<file path="src/rtl/next_piece_queue.sv">
// ---------------------------------------------------------------------------
// next_piece_queue
//
// Keeps a short FIFO of upcoming tetromino IDs (1..7) topped up from rand_gen.
// A small refill FSM pulses rand_gen's drop input (refill_req) and samples
// rand_blk exactly REFILL_LAT cycles later. Only one refill is in flight at a
// time. The head of the queue is handed to the spawn logic as the active piece
// (cur_blk). The whole queue is exposed on the preview bus.
//
// Optional feature macro: NEXT_PIECE_HOLD_EN
//   When defined, a hold slot lets the player park the active piece once per
//   spawn. When undefined, hold_req is ignored and hold_blk/hold_locked read 0.
//
// Ports
//   clk          system clock
//   rst_n        asynchronous active-low reset
//   rand_blk     piece ID from rand_gen (sampled in the CAP state)
//   refill_req   one-cycle pulse to rand_gen drop
//   spawn_req    request to pop the queue head into the active slot
//   cur_blk      active piece ID, 0 = none
//   cur_valid    cur_blk holds a live piece
//   spawn_miss   one-cycle pulse: spawn_req seen while the queue was empty
//   preview      queue contents, head in [BLK_W-1:0], empty slots read 0
//   q_count      number of valid queue entries (0..DEPTH)
//   hold_req     swap active piece with the hold slot (hold feature only)
//   hold_blk     held piece ID, 0 = empty
//   hold_locked  hold already used for the current active piece
//
// REFILL_LAT is expected to be at least 2 (rand_gen needs 5).
// ---------------------------------------------------------------------------
module next_piece_queue #(
    parameter int DEPTH      = 4,
    parameter int BLK_W      = 4,
    parameter int REFILL_LAT = 5
) (
    input  logic                     clk,
    input  logic                     rst_n,
    input  logic [BLK_W-1:0]         rand_blk,
    output logic                     refill_req,
    input  logic                     spawn_req,
    output logic [BLK_W-1:0]         cur_blk,
    output logic                     cur_valid,
    output logic                     spawn_miss,
    output logic [DEPTH*BLK_W-1:0]   preview,
    output logic [3:0]               q_count,
    input  logic                     hold_req,
    output logic [BLK_W-1:0]         hold_blk,
    output logic                     hold_locked
);

    localparam int             LAT_W    = $clog2(REFILL_LAT) + 1;
    localparam logic [LAT_W-1:0] LAT_INIT = LAT_W'(REFILL_LAT - 1);

    typedef enum logic [1:0] {
        ST_IDLE,
        ST_REQ,
        ST_WAIT,
        ST_CAP
    } state_t;

    state_t             state_q, state_d;
    logic [LAT_W-1:0]   lat_q, lat_d;
    logic [BLK_W-1:0]   queue_q [DEPTH];
    logic [BLK_W-1:0]   queue_d [DEPTH];
    logic [3:0]         count_q, count_d;
    logic [BLK_W-1:0]   cur_blk_q, cur_blk_d;
    logic               cur_valid_q, cur_valid_d;
    logic               spawn_miss_q, spawn_miss_d;

    logic               push;
    logic               pop;
    logic               blk_ok;
    logic               have_entry;
    logic [3:0]         base;

`ifdef NEXT_PIECE_HOLD_EN
    logic [BLK_W-1:0]   hold_blk_q, hold_blk_d;
    logic               hold_locked_q, hold_locked_d;
`else
    logic               unused_hold_req;
    assign unused_hold_req = hold_req;
`endif

    assign blk_ok     = (rand_blk != '0) && (rand_blk <= BLK_W'(7));
    assign have_entry = (count_q != 4'd0);

    // Refill FSM next-state. The full check lives only in IDLE, and only this
    // FSM pushes, so a capture can never overflow the queue.
    always_comb begin
        state_d = state_q;
        lat_d   = lat_q;
        push    = 1'b0;
        case (state_q)
            ST_IDLE: begin
                if (count_q < 4'(DEPTH)) begin
                    state_d = ST_REQ;
                end
            end
            ST_REQ: begin
                lat_d   = LAT_INIT;
                state_d = ST_WAIT;
            end
            ST_WAIT: begin
                if (lat_q <= LAT_W'(1)) begin
                    lat_d   = '0;
                    state_d = ST_CAP;
                end else begin
                    lat_d = lat_q - LAT_W'(1);
                end
            end
            ST_CAP: begin
                push    = blk_ok;
                state_d = ST_IDLE;
            end
            default: begin
                state_d = ST_IDLE;
            end
        endcase
    end

    assign refill_req = (state_q == ST_REQ);

    // Spawn / hold decisions. Spawn has priority over hold; a push landing in
    // the same cycle cannot satisfy a spawn against an empty queue.
    always_comb begin
        pop          = 1'b0;
        cur_blk_d    = cur_blk_q;
        cur_valid_d  = cur_valid_q;
        spawn_miss_d = 1'b0;
`ifdef NEXT_PIECE_HOLD_EN
        hold_blk_d    = hold_blk_q;
        hold_locked_d = hold_locked_q;
`endif
        if (spawn_req) begin
            if (have_entry) begin
                pop         = 1'b1;
                cur_blk_d   = queue_q[0];
                cur_valid_d = 1'b1;
`ifdef NEXT_PIECE_HOLD_EN
                hold_locked_d = 1'b0;
`endif
            end else begin
                spawn_miss_d = 1'b1;
            end
        end
`ifdef NEXT_PIECE_HOLD_EN
        else if (hold_req && cur_valid_q && !hold_locked_q) begin
            if (hold_blk_q == '0) begin
                // Empty hold slot: park the active piece and pull the head.
                if (have_entry) begin
                    pop           = 1'b1;
                    hold_blk_d    = cur_blk_q;
                    cur_blk_d     = queue_q[0];
                    hold_locked_d = 1'b1;
                end
            end else begin
                hold_blk_d    = cur_blk_q;
                cur_blk_d     = hold_blk_q;
                hold_locked_d = 1'b1;
            end
        end
`endif
    end

    // Queue update: shift toward the head on pop, then write the captured
    // piece into the first free slot after the shift.
    always_comb begin
        for (int i = 0; i < DEPTH; i++) begin
            queue_d[i] = queue_q[i];
        end
        if (pop) begin
            for (int i = 0; i < DEPTH - 1; i++) begin
                queue_d[i] = queue_q[i + 1];
            end
            queue_d[DEPTH-1] = '0;
        end
        base = count_q - {3'b000, pop};
        if (push) begin
            for (int i = 0; i < DEPTH; i++) begin
                if (base == 4'(i)) begin
                    queue_d[i] = rand_blk;
                end
            end
        end
        count_d = base + {3'b000, push};
    end

    always_ff @(posedge clk or negedge rst_n) begin
        if (!rst_n) begin
            state_q      <= ST_IDLE;
            lat_q        <= '0;
            count_q      <= '0;
            cur_blk_q    <= '0;
            cur_valid_q  <= 1'b0;
            spawn_miss_q <= 1'b0;
            for (int i = 0; i < DEPTH; i++) begin
                queue_q[i] <= '0;
            end
        end else begin
            state_q      <= state_d;
            lat_q        <= lat_d;
            count_q      <= count_d;
            cur_blk_q    <= cur_blk_d;
            cur_valid_q  <= cur_valid_d;
            spawn_miss_q <= spawn_miss_d;
            for (int i = 0; i < DEPTH; i++) begin
                queue_q[i] <= queue_d[i];
            end
        end
    end

`ifdef NEXT_PIECE_HOLD_EN
    always_ff @(posedge clk or negedge rst_n) begin
        if (!rst_n) begin
            hold_blk_q    <= '0;
            hold_locked_q <= 1'b0;
        end else begin
            hold_blk_q    <= hold_blk_d;
            hold_locked_q <= hold_locked_d;
        end
    end

    assign hold_blk    = hold_blk_q;
    assign hold_locked = hold_locked_q;
`else
    assign hold_blk    = '0;
    assign hold_locked = 1'b0;
`endif

    always_comb begin
        preview = '0;
        for (int i = 0; i < DEPTH; i++) begin
            preview[i*BLK_W +: BLK_W] = queue_q[i];
        end
    end

    assign cur_blk    = cur_blk_q;
    assign cur_valid  = cur_valid_q;
    assign spawn_miss = spawn_miss_q;
    assign q_count    = count_q;

endmodule

</file>
<file path="config.mk">
export PLATFORM = sky130hd
export DESIGN_NAME = next_piece_queue
export DESIGN_NICKNAME = d
export VERILOG_FILES = /design/src/rtl/next_piece_queue.sv
export SDC_FILE = /design/constraint.sdc
export NUM_CORES = 1
export LEC_CHECK = 0
export CAP_MARGIN = 15
export CORE_MARGIN = 2
export CORE_UTILIZATION = 53
export CTS_CLUSTER_DIAMETER = 60
export DETAILED_ROUTE_END_ITERATION = 10
export PLACE_DENSITY_LB_ADDON = 0.05
export SYNTH_ARGS = -nofsm -noshare
export SYNTH_HDL_FRONTEND = slang
export SYNTH_SLANG_ARGS = --single-unit
</file>
<file path="constraint.sdc">
create_clock -name clk -period 6.2 [get_ports clk]
set_input_delay 1.24 -clock clk [delete_from_list [all_inputs] [get_ports clk]]
set_output_delay 1.24 -clock clk [all_outputs]
set_load 0.005 [all_outputs]
</file>
==> results by group <==
Outcome
  • Run status: complete, no violations

Final layout
  • Most common library cell in the layout ignoring fill and taps: clkdlybuf4s50_1
  • Synth-to-Final Area Change: 24.7%
  • Fraction of final layout cells with drive strength greater than 1: 15.3%
  • Most frequent cells in the layout: 33 x clkdlybuf4s50_1, 32 x dfrtp_1, 27 x nand2_1, 17 x mux2_2, 11 x ha_1
  • Final layout net count: 214
  • Final core utilization: 69.4%
  • Antenna diode count: 0
  • Fill cell total of the finished layout: 252

STA
  • Unrepaired setup endpoints after global routing: no
  • Share of the cycle needed by the critical path after routing: 63.3%
  • Minimum period implied by the final worst setup slack: 3.93 ns
  • Transition at the pin with the smallest max-transition slack: 0.721 ns
  • Total count of max-transition violations in the final report: 0
  • Worst hold-check slack: 0.481 ns
  • Max Fclk: 255 MHz
  • Worst slew margin relative to its limit: 51.5%
  • Total Negative Setup Slacks: 0 ns
  • # setup viols final: 0
  • Count of final hold-check violations: 0
  • Skew final: 0.0105 ns

Floorplanning
  • Core footprint: 3050 sq um
  • Number of core rows: 20
  • I/O pin cnt: 40
  • Die W: 60.6 um
  • DIE AREA: 3680 sq um
  • Vertical extent of the die: 60.6 um
  • Starting density of the core: 55.7%

Yosys
  • Cell type with the largest total area after synthesis: dfrtp_1
  • Mean post-synth cell area: 10.7 sq um
  • Post-Syn Area: 1700 sq um
  • Count of warnings emitted by yosys: 0
  • Seq/Total Area, Yosys: 47.1%
  • Main synth FF type: dfrtp_1
  • Number of register bits inferred by synthesis: 32
  • Share of the synthesized area in the top cell type: 47.1%
  • Distinct cells, synth: 34
  • Leading cell types by total area after synthesis: dfrtp_1 47%, mux2_2 11%, ha_1 8.1%
  • Share of synthesized flip-flops with an asynchronous set or reset: 100%
  • Number of enable-type register cells in the synthesized netlist: 0
  • Number of instances in the synthesized netlist: 159

Setup path
  • Crit path max fanout: 16
  • Category of the worst setup path capture point: flop
  • Crit path arrival time: 4.14 ns
  • Setup CP Type: primary input to flop
  • Nature of the critical path startpoint: primary input
  • Required time of the critical path: 6.41 ns

Placed design
  • Final RePlAce weighted congestion: 0.739
  • Number of buffers inserted by port buffering: 33
  • Final HPWL from detailed placement: 2.46 mm

Clocking
  • Maximum count of clock buffers along a single path: 2
  • Total CTS buffers: 5
  • Clock slew at reported path FFs: 0.10 ns
  • Buffer cell driving the clock tree root: clkbuf_4
  • Worst-Skew Late Latency: 0.33 ns
  • Number of gates resized after CTS: 0
  • Clock tree from TritonCTS: yes
  • Post-CTS Setup Repair Bufs: 0
  • Number of sinks handled by clock tree synthesis: 32
  • CTS hold repair buffers: 0
  • Deepest level of the CTS H-tree: 2

Pwr
  • Worst voltage drop across the vdd grid: 0.200 mV
  • Comb power frac: 44.2%
  • Internal Pwr Total: 0.552 mW
  • Power density of the placed cells: 407 nW/um^2
  • Clock power share: 17.9%
  • Net Sw Frac: 36.0%
  • Switching power total: 0.311 mW
  • Sequential share of power: 37.9%
  • Leakage Power: 1.00 nW
  • Final Power: 0.863 mW

GRT
  • Global Route Usage Sum: 21.8%
  • Vias in the first global route: 1270
  • Wire length of the first global-routing pass: 5.81 mm
  • Initial antenna violation count: 0
  • Total global routing overflow: 0
  • Largest net degree at the start of global routing: 33

Route
  • Iteration-0 DRC count of the detailed router: 70
  • Count of antenna-violating nets left after detailed routing: 0
  • Number of optimization iterations in the first detailed-route pass: 4
  • Post-detailed-route via-to-cell ratio: 5.34
  • Final routed wirelength across all metal layers: 3.35 mm
  • Final routed wire length divided by cell count: 13.9 um
  • Via count of the routed design: 1282
  • DRC violation count after routing: 0

Flow run
  • Number of maximum-capacitance constraint violations: 0

Min path
  • Worst min-delay path category: flop to flop
metrics by stage:
stage / area (sq um) / setup WS (ns) / instances
after floorplan: 1720 / 3.03 / 163
final: 2120 / 2.27 / 240
after CTS: 2120 / 2.31 / 240
after detailed placement: 2040 / 1.96 / 232
after global placement: 2040 / 1.98 / 232
after global routing: 2120 / 2.02 / 240
critical path, cell delays in order:
cell and delay [ns]:
clkdlybuf4s50_1 0.41, nand2b_1 0.47, inv_2 0.29, ha_1 0.28
ha_1 0.33, nor4_1 0.67, and3_1 0.33, o21ai_0 0.12
sequential cells by signal, indices dropped and copies added (netlist names):
name        cells
q_count         4
state_q         2
lat_q           4
preview        16
cur_blk         4
cur_valid       1
spawn_miss      1
power groups by stage:
| stage | Clock (mW) | Combinational (mW) | Sequential (mW) |
|---|---|---|---|
| after floorplan | 0 | 0.246 | 0.316 |
| after global placement | 0 | 0.358 | 0.326 |
| after detailed placement | 0 | 0.382 | 0.331 |
| after CTS | 0.159 | 0.383 | 0.327 |
| after global routing | 0.168 | 0.430 | 0.337 |
| final | 0.154 | 0.381 | 0.327 |
kinds of logic (layout without fill, tap and decap cells):
family | Yosys count | in the layout | synth area share [%]
buffers and inverters | 19 | 52 | 6.03
flip-flops | 32 | 32 | 47.1
other | 1 | 5 | 0.221
adder cells (fa/ha/maj) | 11 | 11 | 8.09
AO/OA/AOI/OAI | 16 | 16 | 6.84
AND/OR/NAND/NOR | 56 | 56 | 16.0
multiplexers | 20 | 20 | 13.6
XOR/XNOR | 4 | 4 | 2.06
per-layer routing:
metal  wire [um]  global-route usage [%]
met5           0                       0
met4          49                    9.94
met3         180                    7.04
met2        1570                    33.2
met1        1550                    28.4
area by class of cell:
cell class                      count  area [sq um]  share of cell area (%)
Clock buffer                        6          41.3                    1.95
Inverter                           10          37.5                    1.77
Timing Repair Buffer               34           338                    15.9
Clock inverter                      2          35.0                    1.65
Sequential cell                    32           801                    37.8
Tap cell                           44          55.1                    2.60
Multi-Input combinational cell    112           812                    38.3
Yosys cell counts, drive strengths merged, types with 2 or more instances:
master / instances
nor2: 8
inv: 10
o21ai: 6
mux2: 19
buf: 8
nand4: 7
ha: 11
nor4: 2
xnor2: 3
o31ai: 2
nand2: 27
dfrtp: 32
nand3b: 3
nand2b: 4
and2: 2
a21boi: 3
worst paths after layout:
| check | depth (start not counted) | endpoint | slack, ns | start |
|---|---|---|---|---|
| max | 8 | preview[12]$_DFF_PN0_ | 2.27 | spawn_req |
| min | 2 | cur_blk[3]$_DFFE_PN0N_ | 0.48 | cur_blk[3]$_DFFE_PN0N_ |
| max reg2reg | 8 | preview[12]$_DFF_PN0_ | 2.80 | q_count[3]$_DFF_PN0_ |
| min reg2reg | 2 | cur_blk[3]$_DFFE_PN0N_ | 0.48 | cur_blk[3]$_DFFE_PN0N_ |
| max in group asynchronous | 2 | preview[15]$_DFF_PN0_ | 4.60 | rst_n |
| min in group asynchronous | 2 | preview[5]$_DFF_PN0_ | 1.31 | rst_n |
Note: power is estimated with default switching activity, not from simulation.
